==> src/rtl/key_cond_pkg.sv <==
// Shared types and default timing for the key conditioning front end.
// Defaults assume a 50 MHz system clock.
package key_cond_pkg;

    // Auto-repeat state of one key channel.
    typedef enum logic [1:0] {
        IDLE      = 2'd0,
        HOLD_WAIT = 2'd1,
        REPEATING = 2'd2
    } rep_state_t;

    localparam int DEF_NUM_KEYS        = 3;
    localparam int DEF_DEBOUNCE_CYCLES = 1_000_000;   // 20 ms
    localparam int DEF_REPEAT_DELAY    = 25_000_000;  // 0.5 s
    localparam int DEF_REPEAT_RATE     = 5_000_000;   // 0.1 s
    localparam int DEF_CNT_W           = 25;

endpackage

==> src/rtl/key_debounce_channel.sv <==
// One key channel: two-flop synchroniser, debounce counter, press/release
// strobes and a hold-to-repeat FSM. All outputs are active-high.
module key_debounce_channel
    import key_cond_pkg::*;
#(
    parameter int DEBOUNCE_CYCLES = DEF_DEBOUNCE_CYCLES,
    parameter int REPEAT_DELAY    = DEF_REPEAT_DELAY,
    parameter int REPEAT_RATE     = DEF_REPEAT_RATE,
    parameter int CNT_W           = DEF_CNT_W
) (
    input  logic clk,
    input  logic resetn,
    input  logic i_key_n,
    input  logic i_repeat_en,
    output logic o_pressed,
    output logic o_press_pulse,
    output logic o_release_pulse,
    output logic o_repeat_pulse
);

    // Terminal counts; counters only ever compare for equality.
    localparam logic [CNT_W-1:0] DB_LAST = CNT_W'(DEBOUNCE_CYCLES - 1);
    localparam logic [CNT_W-1:0] RD_LAST = CNT_W'(REPEAT_DELAY - 1);
    localparam logic [CNT_W-1:0] RR_LAST = CNT_W'(REPEAT_RATE - 1);

    logic             r_sync1;
    logic             r_sync2;
    logic             w_s2;
    logic             r_stable;
    logic [CNT_W-1:0] r_dcnt;
    logic             r_press_pulse;
    logic             r_release_pulse;
    logic             w_accept;
    logic             w_accept_press;
    logic             w_accept_release;

    rep_state_t       r_rep_state;
    rep_state_t       w_rep_state_nxt;
    logic [CNT_W-1:0] r_rcnt;
    logic [CNT_W-1:0] w_rcnt_nxt;
    logic             w_rep_fire;
    logic             r_repeat_pulse;

    // Synchronise the raw key; flops idle at 1 (released, key is active-low).
    always_ff @(posedge clk) begin
        if (!resetn) begin
            r_sync1 <= 1'b1;
            r_sync2 <= 1'b1;
        end else begin
            r_sync1 <= i_key_n;
            r_sync2 <= r_sync1;
        end
    end

    // Inverted second stage: 1 means the key is being pressed.
    assign w_s2 = ~r_sync2;

    // A level change is accepted once it has differed from the stable state
    // for DEBOUNCE_CYCLES consecutive edges.
    assign w_accept         = (w_s2 != r_stable) && (r_dcnt == DB_LAST);
    assign w_accept_press   = w_accept &  w_s2;
    assign w_accept_release = w_accept & ~w_s2;

    // Debounce counter, stable level and the press/release strobes.
    always_ff @(posedge clk) begin
        if (!resetn) begin
            r_stable        <= 1'b0;
            r_dcnt          <= '0;
            r_press_pulse   <= 1'b0;
            r_release_pulse <= 1'b0;
        end else begin
            r_press_pulse   <= w_accept_press;
            r_release_pulse <= w_accept_release;
            if (w_s2 == r_stable) begin
                r_dcnt <= '0;
            end else if (r_dcnt == DB_LAST) begin
                r_stable <= w_s2;
                r_dcnt   <= '0;
            end else begin
                r_dcnt <= r_dcnt + 1'b1;
            end
        end
    end

    // Repeat FSM next state; a release or a disable always wins over a due repeat.
    always_comb begin
        w_rep_state_nxt = r_rep_state;
        w_rcnt_nxt      = r_rcnt;
        w_rep_fire      = 1'b0;
        if (w_accept_release || !i_repeat_en) begin
            w_rep_state_nxt = IDLE;
            w_rcnt_nxt      = '0;
        end else begin
            case (r_rep_state)
                IDLE: begin
                    if (w_accept_press) begin
                        w_rep_state_nxt = HOLD_WAIT;
                        w_rcnt_nxt      = '0;
                    end
                end
                HOLD_WAIT: begin
                    if (r_rcnt == RD_LAST) begin
                        w_rep_state_nxt = REPEATING;
                        w_rcnt_nxt      = '0;
                        w_rep_fire      = 1'b1;
                    end else begin
                        w_rcnt_nxt = r_rcnt + 1'b1;
                    end
                end
                REPEATING: begin
                    if (r_rcnt == RR_LAST) begin
                        w_rcnt_nxt = '0;
                        w_rep_fire = 1'b1;
                    end else begin
                        w_rcnt_nxt = r_rcnt + 1'b1;
                    end
                end
                default: begin
                    w_rep_state_nxt = IDLE;
                    w_rcnt_nxt      = '0;
                end
            endcase
        end
    end

    // Repeat FSM state, counter and registered repeat strobe.
    always_ff @(posedge clk) begin
        if (!resetn) begin
            r_rep_state    <= IDLE;
            r_rcnt         <= '0;
            r_repeat_pulse <= 1'b0;
        end else begin
            r_rep_state    <= w_rep_state_nxt;
            r_rcnt         <= w_rcnt_nxt;
            r_repeat_pulse <= w_rep_fire;
        end
    end

    assign o_pressed       = r_stable;
    assign o_press_pulse   = r_press_pulse;
    assign o_release_pulse = r_release_pulse;
    assign o_repeat_pulse  = r_repeat_pulse;

endmodule

==> src/rtl/key_conditioner.sv <==
// Key conditioner: turns raw active-low bouncing push-buttons into debounced
// levels and single-cycle press / release / auto-repeat events per key.
module key_conditioner
    import key_cond_pkg::*;
#(
    parameter int NUM_KEYS        = DEF_NUM_KEYS,
    parameter int DEBOUNCE_CYCLES = DEF_DEBOUNCE_CYCLES,
    parameter int REPEAT_DELAY    = DEF_REPEAT_DELAY,
    parameter int REPEAT_RATE     = DEF_REPEAT_RATE,
    parameter int CNT_W           = DEF_CNT_W
) (
    input  logic                clk,
    input  logic                resetn,
    input  logic [NUM_KEYS-1:0] key_n,
    input  logic [NUM_KEYS-1:0] repeat_en,
    output logic [NUM_KEYS-1:0] pressed,
    output logic [NUM_KEYS-1:0] press_pulse,
    output logic [NUM_KEYS-1:0] release_pulse,
    output logic [NUM_KEYS-1:0] repeat_pulse
);

    // Fully independent channel per key; each drives its own output bit.
    for (genvar gi = 0; gi < NUM_KEYS; gi++) begin : g_chan
        key_debounce_channel #(
            .DEBOUNCE_CYCLES (DEBOUNCE_CYCLES),
            .REPEAT_DELAY    (REPEAT_DELAY),
            .REPEAT_RATE     (REPEAT_RATE),
            .CNT_W           (CNT_W)
        ) u_chan (
            .clk             (clk),
            .resetn          (resetn),
            .i_key_n         (key_n[gi]),
            .i_repeat_en     (repeat_en[gi]),
            .o_pressed       (pressed[gi]),
            .o_press_pulse   (press_pulse[gi]),
            .o_release_pulse (release_pulse[gi]),
            .o_repeat_pulse  (repeat_pulse[gi])
        );
    end

endmodule

==> config.mk <==
export PLATFORM = sky130hd
export DESIGN_NAME = key_conditioner
export DESIGN_NICKNAME = d
export VERILOG_FILES = /design/src/rtl/key_cond_pkg.sv /design/src/rtl/key_debounce_channel.sv /design/src/rtl/key_conditioner.sv
export SDC_FILE = /design/constraint.sdc
export NUM_CORES = 1
export LEC_CHECK = 0
export BUFFER_PORTS_ARGS = -buffer_cell sky130_fd_sc_hd__buf_2
export CAP_MARGIN = 20
export CORE_AREA = 8 8 131 133
export DETAILED_ROUTE_END_ITERATION = 8
export DIE_AREA = 0 0 139 141
export HOLD_SLACK_MARGIN = 0.15
export PLACE_DENSITY = 0.75
export SLEW_MARGIN = 25
export SYNTH_ARGS = -nofsm -noshare
export SYNTH_HDL_FRONTEND = slang
export SYNTH_SLANG_ARGS = --single-unit
==> constraint.sdc <==
create_clock -name clk -period 2.6 [get_ports clk]
set_clock_uncertainty 0.2 [all_clocks]
set_input_delay 0.78 -clock clk [delete_from_list [all_inputs] [get_ports clk]]
set_output_delay 0.78 -clock clk [all_outputs]
set_load 0.03 [all_outputs]
# Yosys cells after proc, flatten, opt, wreduce, memory -nomap -nowiden
# Index checks and enable logic that the tools add are counted.
[word_totals]
register_bits = 174
input_bits = 8
out_inout_bits = 12
elab_cells = 130
[classes]
addsub = 6
n_eq_ne = 27
mux = 30
n_bitwise = 16
n_reduce_logical = 24
[op_table]
columns = ["op", "count"]
rows = [
  ["$mux W25", 9],
  ["$pmux W25 S3", 3],
  ["$add A25 B1 Y25 const B", 6],
  ["$eq A25 B20 Y1 const B", 3],
  ["$eq A25 B23 Y1 const B", 3],
  ["$eq A25 B25 Y1 const B", 3],
  ["$pmux W2 S3", 3],
  ["$mux W2", 6],
  ["$ne A2 B1 Y1 const B", 6],
  ["$not A1 Y1", 10],
  ["$reduce_and A3 Y1", 3],
  ["$reduce_or A3 Y1", 3],
  ["$and A1 B1 Y1", 6],
  ["$eq A2 B1 Y1 const B", 3],
  ["$eq A2 B2 Y1 const B", 3],
  ["$logic_not A2 Y1", 3],
  ["$mux W1", 6],
  ["$pmux W1 S2", 3],
  ["$reduce_and A2 Y1", 3],
  ["$reduce_or A2 Y1", 3],
  ["$eq A1 B1 Y1", 3],
  ["$logic_and A1 B1 Y1", 3],
  ["$logic_not A1 Y1", 3],
  ["$logic_or A1 B1 Y1", 3],
  ["$ne A1 B1 Y1", 3],
]

# Logic depth before layout (Yosys ltp)
[logic_depth]
depth_word = 6
depth_mapped = 9
ltp_nobuf = 7

# Cells and area by module
# From an unflattened synthesis, not the netlist that was laid out.
[unflattened]
cells_unflattened = 1005
area_unflattened_um2 = 8648.3
[modules_own_cells]
columns = ["module", "n_inst", "cells_each", "area_per_inst_um2", "seq_area_each_um2"]
rows = [
  ["key_debounce_channel at g_chan[0].u_chan ...", 2, 334, 2835.2, 1161.1],
  ["key_debounce_channel at g_chan[2].u_chan", 1, 337, 2977.9, 1161.1],
]

# Least setup slack after synthesis
# OpenSTA, ideal clock, no wires.
[synth_timing]
kind = "register to register"
from = "reg g_chan[0].u_chan.r_rcnt[0]"
to = "reg g_chan[0].u_chan.r_rcnt[23]"
setup_time_ps = 115
arrival_time_ps = 2459
required_time_ps = 2285
setup_slack_ps = -174
path_stages_with_launch = 9
path_buffers = 1
period_less_slack_ps = 2774
cell_sequence = "dfxtp_1 > ha_1 > nand3_1 > or4_1 > or4_4 > o2bb2ai_2 > o21ai_2 > buf_4 > nor2_1"
[synth_between]
elab_chain_len = 3
elab_cells_between_ends = 6
classes_between = "1 x add/sub; 2 x eq/ne; 3 x mux"
[synth_rtl]
columns = ["item", "line", "source"]
rows = [
  ["from (decl)", "key_debounce_channel.sv:39", "logic [CNT_W-1:0] r_rcnt;"],
  ["from (signal assigned)", "key_debounce_channel.sv:134", "r_rcnt <= w_rcnt_nxt;"],
  ["$add A25 B1 Y25 (tied with other cells)", "key_debounce_channel.sv:107, key_debounce_channel.sv:115", ""],
  ["$mux W25 (on tied branches)", "key_debounce_channel.sv:111, key_debounce_channel.sv:102", ""],
  ["$pmux W25 S3 *", "key_debounce_channel.sv:94", "case (r_rep_state)"],
]
# Every way passes the cells marked *; elsewhere a longest branch is shown, timed or not.
# A chain may end at the register's enable or synchronous reset.

# Worst setup path after layout
[layout_timing]
from = "reg g_chan[2].u_chan.r_rcnt[7]"
to = "reg g_chan[2].u_chan.r_rcnt[4]"
[layout_between]
elab_chain_len = 3
elab_cells_between_ends = 5
classes_between = "2 x eq/ne; 3 x mux"
[layout_rtl]
columns = ["item", "line"]
rows = [
  ["from (decl)", "key_debounce_channel.sv:39"],
  ["from (signal assigned)", "key_debounce_channel.sv:134"],
  ["$eq A25 B23 Y1 or $eq A25 B25 Y1 (tied branches)", "key_debounce_channel.sv:111, key_debounce_channel.sv:102"],
  ["$mux W25 (on tied branches)", "key_debounce_channel.sv:111, key_debounce_channel.sv:102"],
  ["$pmux W25 S3 *", "key_debounce_channel.sv:94"],
]
# Marks and branches as above.

==> flow_summary_export.csv <==
group,metric,value,unit
run_status,status,"complete, but fails checks",
run_status,violations,"setup timing",
cts,htreeDepth,4,
placement,pre_cts_ws,-0.07851,ns
floorplanning,fp.dieW,139,µm
synth,syn_area_per_cell,8.522,µm²
synth,synth-async-reset-ratio,0,%
power,power_density,528.9,nW/µm²
timing,slew_headroom,61.61,%
synth,synthCells,986,
cts,cts_hold_buffers,0,
detailed_routing,drt_iter0_drc,541,
cts,insertion_delay,0.43,ns
finish,nets,1112,
worst_setup_path,cp-start-kind,"register",
detailed_routing,avgRoutedWirePerCell,14.72,µm
timing,tightestPinTransition,0.5705,ns
grt,grt_overflow,0,
synth,yosysUniqueCellTypes,63,
finish,antenna_cells,0,
synth,ys_warn_count,0,
worst_setup_path,rr_worst_depth,6,
timing,hold_viol_final,0,
timing,maxClockFrequency,367.1,MHz
finish,multi_input_area,4783,µm²
cts,numCtsBuffers,17,
synth,dominantRegCellSynth,"dfxtp_1",
synth,syn_nets,1012,
synth,ys_seq_area_share,41.45,%
synth,synth_top_family_by_area,"simple AND/OR/NAND/NOR gates",
grt,grt_start_max_net_pins,26,
timing,finalSetupViolCount,23,
grt,grt_pass1_wl,31.80,mm
floorplanning,rows,45,
power,ir_drop,0.4873,mV
synth,netlist_area,8403,µm²
synth,muxShareOfSynthArea,0.2382,%
timing,layout_setup_ws,-0.1242,ns
detailed_routing,first_pass_iters,5,
synth,synth_compound_area_share,8.368,%
timing,fin_crit_sh,104.8,%
placement,portBuffers,19,
cts,root_buffer,"clkbuf_16",
detailed_routing,viasPerCell,5.620,
synth,synth_seq_cells,174,
timing,drv_slew,0,
worst_setup_path,critical_path_class,"register to register",
detailed_routing,drc,0,
floorplanning,ios,20,
synth,synth_most_common_cell,"dfxtp_1",
placement,hpwlAfterDp,12.74,mm
worst_setup_path,critPathRequiredTime,2.72,ns
worst_setup_path,worstPathArrival,2.84,ns
power,power_leakage,0.003490,µW
synth,synthTopCellsByArea,"dfxtp_1 41%, nor2_1 7.4%, xnor2_1 6.0%",
synth,yosys.area_share.simple,31.61,%
floorplanning,core_area,14980,µm²
synth,synth-edff-count,0,
floorplanning,start_util,56.11,%
grt,grt_pass1_vias,6955,
cts,cts_buffer_depth,2,
placement,place.gp.congestion,0.8632,
synth,synth-xor-area-share,11.67,%
cts,cts_tree,"done",
cts,clk_pin_slew,0.06,ns
detailed_routing,num_vias,7233,
timing,period_minus_slack,2.724,ns
run,maxCapViolCount,0,
synth,synth_largest_area_cell,"dfxtp_1",
power,power,5400,µW
floorplanning,die-area,19600,µm²
grt,antenna_found_initial,0,
finish,drive_above_1_share,20.02,%
worst_hold_path,min_path_cells,1,
timing,rsz0062_at_grt,"yes",
worst_hold_path,hold_path_class,"register to register",
worst_setup_path,crit_path_end_kind,"register",
finish,fillers,1193,
synth,netlist.area_leader.share,41.45,%
synth,synth_adder_area_share,2.680,%
cts,clock_sinks,174,
synth,synth_common_cells,"174 x dfxtp_1, 165 x nor2_1, 74 x nand2_1, 60 x nand3_1, 58 x xnor2_1",
worst_setup_path,cp_max_fo,6,
finish,area_growth,21.49,%
floorplanning,die-height,141,µm
finish,ff_latch_area,3487,µm²
detailed_routing,ant_nets,0,
detailed_routing,wirelength,18.94,mm
grt,grt_util_all_layers,19.25,%
layer usage:
layer  share of wire, %  global-route usage, %  vias up
li1                   -                      -     3662
met1                 45                  22.57     3397
met2                 50                  34.13      145
met3                3.8                  4.085       29
met4                1.6                  6.875        0
met5                  0                      0        -
logic make-up after synthesis:
logic type,after synthesis
compound gates,95
xor+xnor,112
fa+ha+maj,18
buf+inv,69
flops,174
mux,2
simple gates,516
layout make-up:
type	instances	share of cell area, %
Tap cell	188	2.304
Inverter	25	0.9192
Sequential cell	174	34.16
Multi-Input combinational cell	743	46.86
Clock inverter	10	1.324
Clock buffer	22	4.645
Timing Repair Buffer	125	9.793
sequential cells by signal, indices dropped and copies added (netlist names):
register                       count
g_chan.u_chan.r_dcnt              75
g_chan.u_chan.r_rcnt              75
g_chan.u_chan.r_rep_state          6
g_chan.u_chan.o_press_pulse        3
g_chan.u_chan.o_pressed            3
g_chan.u_chan.o_release_pulse      3
g_chan.u_chan.o_repeat_pulse       3
g_chan.u_chan.r_sync1              3
g_chan.u_chan.r_sync2              3
power by group:
group | switching [µW] | internal [µW]
registers | 3.99 | 2670
clock network | 1040 | 1590
logic | 55.0 | 38.5
cell usage in the layout (no fill, tap or decap), types with 4 or more instances in the layout:
cell type and n:
or4_1 8, a21oi_2 5, and2_1 9, buf_6 7
and3_1 19, xnor2_1 58, and4_1 13, nand2b_1 8
a21oi_1 15, or3_1 9, buf_2 19, nor3b_1 6
nor4b_1 4, or2_2 6, a211oi_1 6, nand4b_1 4
a31oi_1 10, and3_2 5, clkinv_2 4, nor4_1 11
a32o_1 5, nand4_1 44, nor3_1 38, dfxtp_1 171
clkbuf_16 17, nand2_1 73, xor2_1 54, buf_4 93
nor2_1 165, o21ai_0 13, or4_4 4, nor4_2 4
inv_1 25, ha_1 16, nand3_1 56, buf_12 5
o211ai_1 4
critical path, stage by stage, from the launching register on:
cell     delay (ns)
dfxtp_2        0.32
or4_4          0.51
or4_4          0.50
o41a_1         0.41
o211a_4        0.30
buf_4          0.15
a32o_2         0.22
final timing paths:
kind	from	to	slack, ns
max	g_chan[2].u_chan.r_rcnt[7]	g_chan[2].u_chan.r_rcnt[4]	-0.12
min reg2reg	g_chan[2].u_chan.r_sync1	g_chan[2].u_chan.r_sync2	0.22
min	g_chan[2].u_chan.r_sync1	g_chan[2].u_chan.r_sync2	0.22
max reg2reg	g_chan[2].u_chan.r_rcnt[7]	g_chan[2].u_chan.r_rcnt[4]	-0.12
metrics by stage:
step / cells / util, % / hold WS [ns] / area [µm²] / setup TNS, ns
final: 1287 / 68.16 / 0.2160 / 10210 / -1.689
after CTS: 1284 / 66.93 / 0.2221 / 10020 / -0.5002
after global routing: 1287 / 68.16 / 0.2461 / 10210 / -3.243
after detailed placement: 1249 / 62.31 / 0.2077 / 9333 / -1.661
after global placement: 1249 / 62.31 / 0.1912 / 9333 / -0.3832
after floorplan: 986 / - / 0.1863 / 8434 / -1.681
timing repair:
| action | in CTS | in global routing |
|---|---|---|
| resized for setup | 8 | 39 |
| pin swaps | 6 | 20 |
| endpoints found under the hold margin | 0 | 0 |
| setup endpoints to repair | 41 | 54 |
| buffers inserted | 2 | 3 |
| gates cloned | 1 | 0 |
Note: power is estimated with default switching activity, not from simulation.
